File: src/rtl/wmst_from_out_fm_fifo_tile_if.sv
// Bundle of the tile-store control, output-FIFO read port and write-master port.
// The master modport is the tile store engine; slave is its environment.
interface wmst_from_out_fm_fifo_tile_if #(
  parameter int XAW = 32,
  parameter int XDW = 128,
  parameter int DW  = 32,
  parameter int CW  = 16
);
  logic           store_start;
  logic [XAW-1:0] param_waddr;
  logic [CW-1:0]  param_len;
  logic           store_done;

  logic           store_fifo_empty;
  logic           store_fifo_pop;
  logic [DW-1:0]  store_fifo_data;

  logic           wmst_fixed_location;
  logic [XAW-1:0] wmst_write_base;
  logic [XAW-1:0] wmst_write_length;
  logic           wmst_go;
  logic           wmst_done;
  logic           wmst_user_write_buffer;
  logic [XDW-1:0] wmst_user_buffer_data;
  logic           wmst_user_buffer_full;

  modport master (
    input  store_start, param_waddr, param_len,
    input  store_fifo_empty, store_fifo_data,
    input  wmst_done, wmst_user_buffer_full,
    output store_done, store_fifo_pop,
    output wmst_fixed_location, wmst_write_base, wmst_write_length, wmst_go,
    output wmst_user_write_buffer, wmst_user_buffer_data
  );

  modport slave (
    output store_start, param_waddr, param_len,
    output store_fifo_empty, store_fifo_data,
    output wmst_done, wmst_user_buffer_full,
    input  store_done, store_fifo_pop,
    input  wmst_fixed_location, wmst_write_base, wmst_write_length, wmst_go,
    input  wmst_user_write_buffer, wmst_user_buffer_data
  );
endinterface

File: src/rtl/wmst_from_out_fm_fifo_tile.sv
// Drains a tile of words from the output FIFO, packs them into wide beats and
// writes them out as a sequence of write-master bursts of at most BLEN words.
module wmst_from_out_fm_fifo_tile #(
  parameter int XAW  = 32,
  parameter int XDW  = 128,
  parameter int DW   = 32,
  parameter int CW   = 16,
  parameter int BLEN = 8
) (
  input logic clk,
  input logic rst,
  wmst_from_out_fm_fifo_tile_if.master bus
);
  localparam int WCNT = XDW / DW;
  localparam int PW   = $clog2(WCNT + 1);

  typedef enum logic [2:0] {IDLE, ISSUE, XFER, WAIT, FIN} state_t;

  state_t                  state, nxt;
  logic [CW-1:0]           rem, bw, popped, beats, burst_words;
  logic [XAW-1:0]          base;
  logic [PW-1:0]           fill, lane_base;
  logic                    inflight, done_q;
  logic                    beat_valid, wr, last_beat, room, pop;
  logic [WCNT-1:0][DW-1:0] lanes;

  always_comb begin
    burst_words = (rem < CW'(BLEN)) ? rem : CW'(BLEN);
    beat_valid  = (fill == PW'(WCNT));
    wr          = (state == XFER) && beat_valid && !bus.wmst_user_buffer_full;
    last_beat   = wr && (beats == (bw / CW'(WCNT)) - CW'(1));
    // The word popped last cycle still needs a lane, so count it as occupied.
    room        = (int'(fill) + int'(inflight)) < WCNT;
    pop         = (state == XFER) && !bus.store_fifo_empty && (popped < bw) && (room || wr);
    lane_base   = wr ? '0 : fill;
    nxt         = state;
    case (state)
      IDLE:    if (bus.store_start) nxt = ISSUE;
      ISSUE:   nxt = XFER;
      XFER:    if (last_beat) nxt = WAIT;
      WAIT:    if (bus.wmst_done && !done_q) nxt = (rem != '0) ? ISSUE : FIN;
      FIN:     nxt = IDLE;
      default: nxt = IDLE;
    endcase
  end

  always_ff @(posedge clk or negedge rst) begin
    if (!rst) begin
      state    <= IDLE;
      rem      <= '0;
      bw       <= '0;
      popped   <= '0;
      beats    <= '0;
      base     <= '0;
      fill     <= '0;
      inflight <= 1'b0;
      done_q   <= 1'b0;
      lanes    <= '0;
    end else begin
      state    <= nxt;
      done_q   <= bus.wmst_done;
      inflight <= pop;
      // A beat leaving this cycle frees the packer, so the arriving word lands in lane 0.
      fill     <= lane_base + PW'(inflight);
      for (int i = 0; i < WCNT; i++)
        if (inflight && lane_base == PW'(i)) lanes[i] <= bus.store_fifo_data;
      case (state)
        IDLE: if (bus.store_start) begin
          rem  <= bus.param_len;
          base <= bus.param_waddr;
        end
        ISSUE: begin
          bw     <= burst_words;
          popped <= '0;
          beats  <= '0;
        end
        XFER: begin
          if (pop) popped <= popped + CW'(1);
          if (wr)  beats  <= beats + CW'(1);
          if (last_beat) begin
            rem  <= rem - bw;
            base <= base + (XAW'(bw) << 2);
          end
        end
        default: ;
      endcase
    end
  end

  assign bus.store_fifo_pop         = pop;
  assign bus.store_done             = (state == FIN);
  assign bus.wmst_fixed_location    = 1'b0;
  assign bus.wmst_go                = (state == ISSUE);
  assign bus.wmst_write_base        = base;
  assign bus.wmst_write_length      = XAW'(burst_words) << 2;
  assign bus.wmst_user_write_buffer = wr;
  assign bus.wmst_user_buffer_data  = lanes;
endmodule
File: src/flat_wrapper.sv
// flat-port wrapper written by rule: the top's interface ports become plain ports
module wmst_from_out_fm_fifo_tile_flat 
#(
  parameter int XAW  = 32,
  parameter int XDW  = 128,
  parameter int DW   = 32,
  parameter int CW   = 16,
  parameter int BLEN = 8
)
  (clk, rst, bus_store_start, bus_param_waddr, bus_param_len, bus_store_fifo_empty, bus_store_fifo_data, bus_wmst_done, bus_wmst_user_buffer_full, bus_store_done, bus_store_fifo_pop, bus_wmst_fixed_location, bus_wmst_write_base, bus_wmst_write_length, bus_wmst_go, bus_wmst_user_write_buffer, bus_wmst_user_buffer_data);
  wmst_from_out_fm_fifo_tile_if #(.XAW(XAW), .XDW(XDW), .DW(DW), .CW(CW)) bus_i ();
  input logic clk;
  input logic rst;
  input wire logic [$bits(bus_i.store_start)-1:0] bus_store_start;
  input wire logic [$bits(bus_i.param_waddr)-1:0] bus_param_waddr;
  input wire logic [$bits(bus_i.param_len)-1:0] bus_param_len;
  input wire logic [$bits(bus_i.store_fifo_empty)-1:0] bus_store_fifo_empty;
  input wire logic [$bits(bus_i.store_fifo_data)-1:0] bus_store_fifo_data;
  input wire logic [$bits(bus_i.wmst_done)-1:0] bus_wmst_done;
  input wire logic [$bits(bus_i.wmst_user_buffer_full)-1:0] bus_wmst_user_buffer_full;
  output wire logic [$bits(bus_i.store_done)-1:0] bus_store_done;
  output wire logic [$bits(bus_i.store_fifo_pop)-1:0] bus_store_fifo_pop;
  output wire logic [$bits(bus_i.wmst_fixed_location)-1:0] bus_wmst_fixed_location;
  output wire logic [$bits(bus_i.wmst_write_base)-1:0] bus_wmst_write_base;
  output wire logic [$bits(bus_i.wmst_write_length)-1:0] bus_wmst_write_length;
  output wire logic [$bits(bus_i.wmst_go)-1:0] bus_wmst_go;
  output wire logic [$bits(bus_i.wmst_user_write_buffer)-1:0] bus_wmst_user_write_buffer;
  output wire logic [$bits(bus_i.wmst_user_buffer_data)-1:0] bus_wmst_user_buffer_data;
  assign bus_i.store_start = bus_store_start;
  assign bus_i.param_waddr = bus_param_waddr;
  assign bus_i.param_len = bus_param_len;
  assign bus_i.store_fifo_empty = bus_store_fifo_empty;
  assign bus_i.store_fifo_data = bus_store_fifo_data;
  assign bus_i.wmst_done = bus_wmst_done;
  assign bus_i.wmst_user_buffer_full = bus_wmst_user_buffer_full;
  assign bus_store_done = bus_i.store_done;
  assign bus_store_fifo_pop = bus_i.store_fifo_pop;
  assign bus_wmst_fixed_location = bus_i.wmst_fixed_location;
  assign bus_wmst_write_base = bus_i.wmst_write_base;
  assign bus_wmst_write_length = bus_i.wmst_write_length;
  assign bus_wmst_go = bus_i.wmst_go;
  assign bus_wmst_user_write_buffer = bus_i.wmst_user_write_buffer;
  assign bus_wmst_user_buffer_data = bus_i.wmst_user_buffer_data;
  wmst_from_out_fm_fifo_tile #(.XAW(XAW), .XDW(XDW), .DW(DW), .CW(CW), .BLEN(BLEN)) u_core (.clk(clk), .rst(rst), .bus(bus_i));
endmodule
File: config.mk
export PLATFORM = sky130hd
export DESIGN_NAME = wmst_from_out_fm_fifo_tile_flat
export DESIGN_NICKNAME = d
export VERILOG_FILES = /design/src/rtl/wmst_from_out_fm_fifo_tile_if.sv /design/src/rtl/wmst_from_out_fm_fifo_tile.sv /design/src/flat_wrapper.sv
export SDC_FILE = /design/constraint.sdc
export NUM_CORES = 1
export LEC_CHECK = 0
export ABC_AREA = 0
export CORE_MARGIN = 2
export CORE_UTILIZATION = 51
export DETAILED_ROUTE_END_ITERATION = 7
export PLACE_DENSITY = 0.88
export SLEW_MARGIN = 20
export SYNTH_ARGS = -nofsm -noshare
export SYNTH_HDL_FRONTEND = slang
export SYNTH_SLANG_ARGS = --single-unit
File: constraint.sdc
create_clock -name clk -period 3.9 [get_ports clk]
set_clock_uncertainty 0.15 [all_clocks]
set_input_delay 0.39 -clock clk [delete_from_list [all_inputs] [get_ports clk]]
set_output_delay 0.39 -clock clk [all_outputs]
set_load 0.005 [all_outputs]
==> impl_metrics.csv <==
group,metric,value,unit
route,drt_wl_total,34.25,mm
synthesis,synth_warnings,0,
placement,routabilityCongestion,0.9157,
synthesis,ys_seq_area_share,47.53,%
sta,fin_crit,3760,ps
route,first_pass_iters,5,
sta,hold_viol_final,0,
floorplanning,core_area,23470,sq um
clocking,clkTransAtPathRegs,60,ps
route,postRouteAntennaNets,0,
final_layout,synthToLayoutAreaGrowth,29.26,%
pwr,power.share.sequential,34.9,%
synthesis,ys_ff_latch,232,
pwr,p_sw_share,35.69,%
grt,grt-ovfl-total,0,
final_layout,final_net_count,1546,
pwr,clkPwrFrac,18.7,%
route,route.vias.total,9938,
synthesis,yosysUniqueCellTypes,66,
sta,fin_setup_tns,0,ps
route,post_drt_wl_per_cell,19.66,um
grt,grt_start_max_net_pins,141,
pwr,power.leakage,6.908,nW
worst_setup_path,required,3360,ps
grt,grtUsageTotal,26.71,%
pwr,p_sw,4.302,mW
worst_setup_path,arrival,3220,ps
floorplanning,dieArea,25200,sq um
floorplanning,start_util,52.04,%
final_layout,fin_cells,1742,
placement,dp_hpwl,23.77,mm
clocking,root_buffer,"clkbuf_16",
status,status,"complete, no violations",
sta,slew_violations,0,
placement,io_buffers,253,
sta,fin_ws,139.6,ps
run,max_cap_violations,0,
clocking,clk_latency,540,ps
floorplanning,io_pins,283,
sta,final.period_utilization,96.42,%
final_layout,drive_gt1_share,15.04,%
synthesis,synth_top_area_cell,"dfrtp_1",
sta,setup_viol_count_final,0,
floorplanning,die_x,158.8,um
placement,dp.cells,1698,
synthesis,synthCells,1161,
synthesis,synth_common_cells,"dfrtp_1 (232), mux2_2 (132), nor2_1 (103), nand2_1 (99), a21oi_1 (58)",
pwr,ir_drop,0.5764,mV
synthesis,synth_top_area_share,47.53,%
placement,place_ws,424.6,ps
synthesis,synth_area_leaders,"dfrtp_1 (48%), mux2_2 (12%), ha_1 (5.2%)",
sta,max_freq,0.2659,GHz
floorplanning,die_y,158.8,um
clocking,cts_setup_buffers,0,
route,post_drt_via_cell_ratio,5.705,
worst_setup_path,cp-end-kind,"primary output",
clocking,clockBufferDepth,3,
grt,grt_pass1_vias,10140,
clocking,htree_num_levels,1,
clocking,clock-sinks,232,
sta,rsz0062_at_grt,"no",
worst_setup_path,start_kind,"flop",
grt,grt_pass1_wl,54.95,mm
pwr,p_int,7.753,mW
synthesis,synth-edff-count,0,
worst_setup_path,crit_type,"flop to primary output",
final_layout,fin_util,67.26,%
synthesis,synth_area,12210,sq um
route,drc,0,
sta,max_slew_margin,35.32,%
route,drt_iter0_markers,647,
final_layout,nFillCells,1670,
final_layout,diodes,0,
synthesis,async_flop_share,100.0,%
pwr,p_comb_share,46.4,%
pwr,p_total,12.05,mW
synthesis,yosysMostFrequentCell,"dfrtp_1",
synthesis,synth.avg_cell_area,10.52,sq um
sta,tightest_slew,969.1,ps
grt,grt_antenna_before_repair,1,
synthesis,synth_ff_type,"dfrtp_1",
worst_hold_path,hold_path_class,"input port to flop",
clocking,cts_inserted_buffers,25,
worst_setup_path,path_max_fanout,6,
clocking,cts_tree,"yes",
pwr,powerDensity,763.6,nW/um^2
floorplanning,rows,56,
## power groups by stage
stage | registers, mW | clock network [mW] | logic (mW)
floorplan | 4.07 | 0 | 2.97
global placement | 4.11 | 0 | 5.35
detailed placement | 4.19 | 0 | 5.52
CTS | 4.19 | 2.28 | 5.59
global route | 4.32 | 2.36 | 6.10
finish | 4.21 | 2.25 | 5.59
## layer usage
metal | track usage [%] | wire length, um | vias to the layer above
li1 | - | - | 4609
met1 | 33.15 | 13560 | 4841
met2 | 44.56 | 16380 | 413
met3 | 8.908 | 3350 | 73
met4 | 7.590 | 936 | 2
met5 | 0 | 16 | -
## cell families (layout without fill, tap and decap cells)
family	Yosys count	in the layout	share of synthesized area, %
AO/OA/AOI/OAI	234	234	12.56
XOR/XNOR	50	50	3.585
adder cells (fa/ha/maj)	53	53	5.552
buffers and inverters	114	348	4.763
flip-flops	232	232	47.53
multiplexers	139	139	12.74
other	1	29	0.03070
AND/OR/NAND/NOR	338	338	13.23
## final cells by class
| class | instances | area [sq um] | area share [%] |
|---|---|---|---|
| Sequential cell | 232 | 5807 | 36.78 |
| Clock buffer | 36 | 706.9 | 4.478 |
| Timing Repair Buffer | 272 | 2720 | 17.23 |
| Tap cell | 319 | 399.1 | 2.528 |
| Multi-Input combinational cell | 843 | 5977 | 37.86 |
| Inverter | 33 | 123.9 | 0.7846 |
| Clock inverter | 7 | 53.80 | 0.3408 |
## worst max-delay path, stage by stage, from the launching register on
cell,delay [ps]
dfrtp_1,410
inv_1,160
ha_1,250
a21o_1,150
a21oi_1,200
o21ai_0,190
a2111oi_1,380
buf_4,190
o21a_2,200
clkdlybuf4s50_1,550
## per-stage QoR
step / hold WS [ps] / cell area (sq um)
global route: 193.8 / 15790
floorplan: -55.59 / 12320
finish: 189.7 / 15790
CTS: 170.4 / 15790
global placement: 300.3 / 15010
detailed placement: 313.8 / 15010
## registers in the layout, summed over array words and instances (netlist names)
| signal | flops |
|---|---|
| u_core.bw | 16 |
| u_core.beats | 16 |
| u_core.done_q | 1 |
| u_core.fill | 3 |
| u_core.inflight | 1 |
| u_core.bus.wmst_write_base | 32 |
| u_core.state | 3 |
| u_core.bus.wmst_user_buffer_data | 128 |
| u_core.popped | 16 |
| u_core.rem | 16 |
## worst paths after layout
kind	start	end	slack [ps]	cells past startpoint
max in group asynchronous	rst	u_core.bus.wmst_user_buffer_data[0]	2600	3
hold / removal	bus_wmst_done	u_core.done_q	190	1
setup / recovery	u_core.bw[1]	bus_store_fifo_pop	140	9
setup reg to reg	u_core.bw[2]	u_core.rem[5]	400	10
hold reg to reg	u_core.bus.wmst_user_buffer_data[115]	u_core.bus.wmst_user_buffer_data[115]	360	1
min in group asynchronous	rst	u_core.bus.wmst_write_base[27]	320	3
## layout by cell type, fill, tap and decap left out, drive strengths merged, types with 19 or more instances in the layout
cell / n
inv: 34
a31oi: 24
mux2: 132
clkbuf: 36
o21ai: 46
xnor2: 23
nor2: 103
nor3: 24
conb: 29
xor2: 27
a21oi: 58
dfrtp: 232
a211oi: 20
nand2: 99
ha: 51
clkdlybuf4s50: 252
buf: 19
nand3: 20
## repair_timing
| action | CTS | global route |
|---|---|---|
| resized for setup | 1 | 2 |
| endpoints found under the setup margin | 1 | 1 |
| pin swaps | 0 | 1 |
| endpoints found under the hold margin | 232 | 0 |
| hold buffers | 1 | 0 |
| gates cloned | 0 | 0 |
Note: power is estimated with default switching activity, not from simulation.
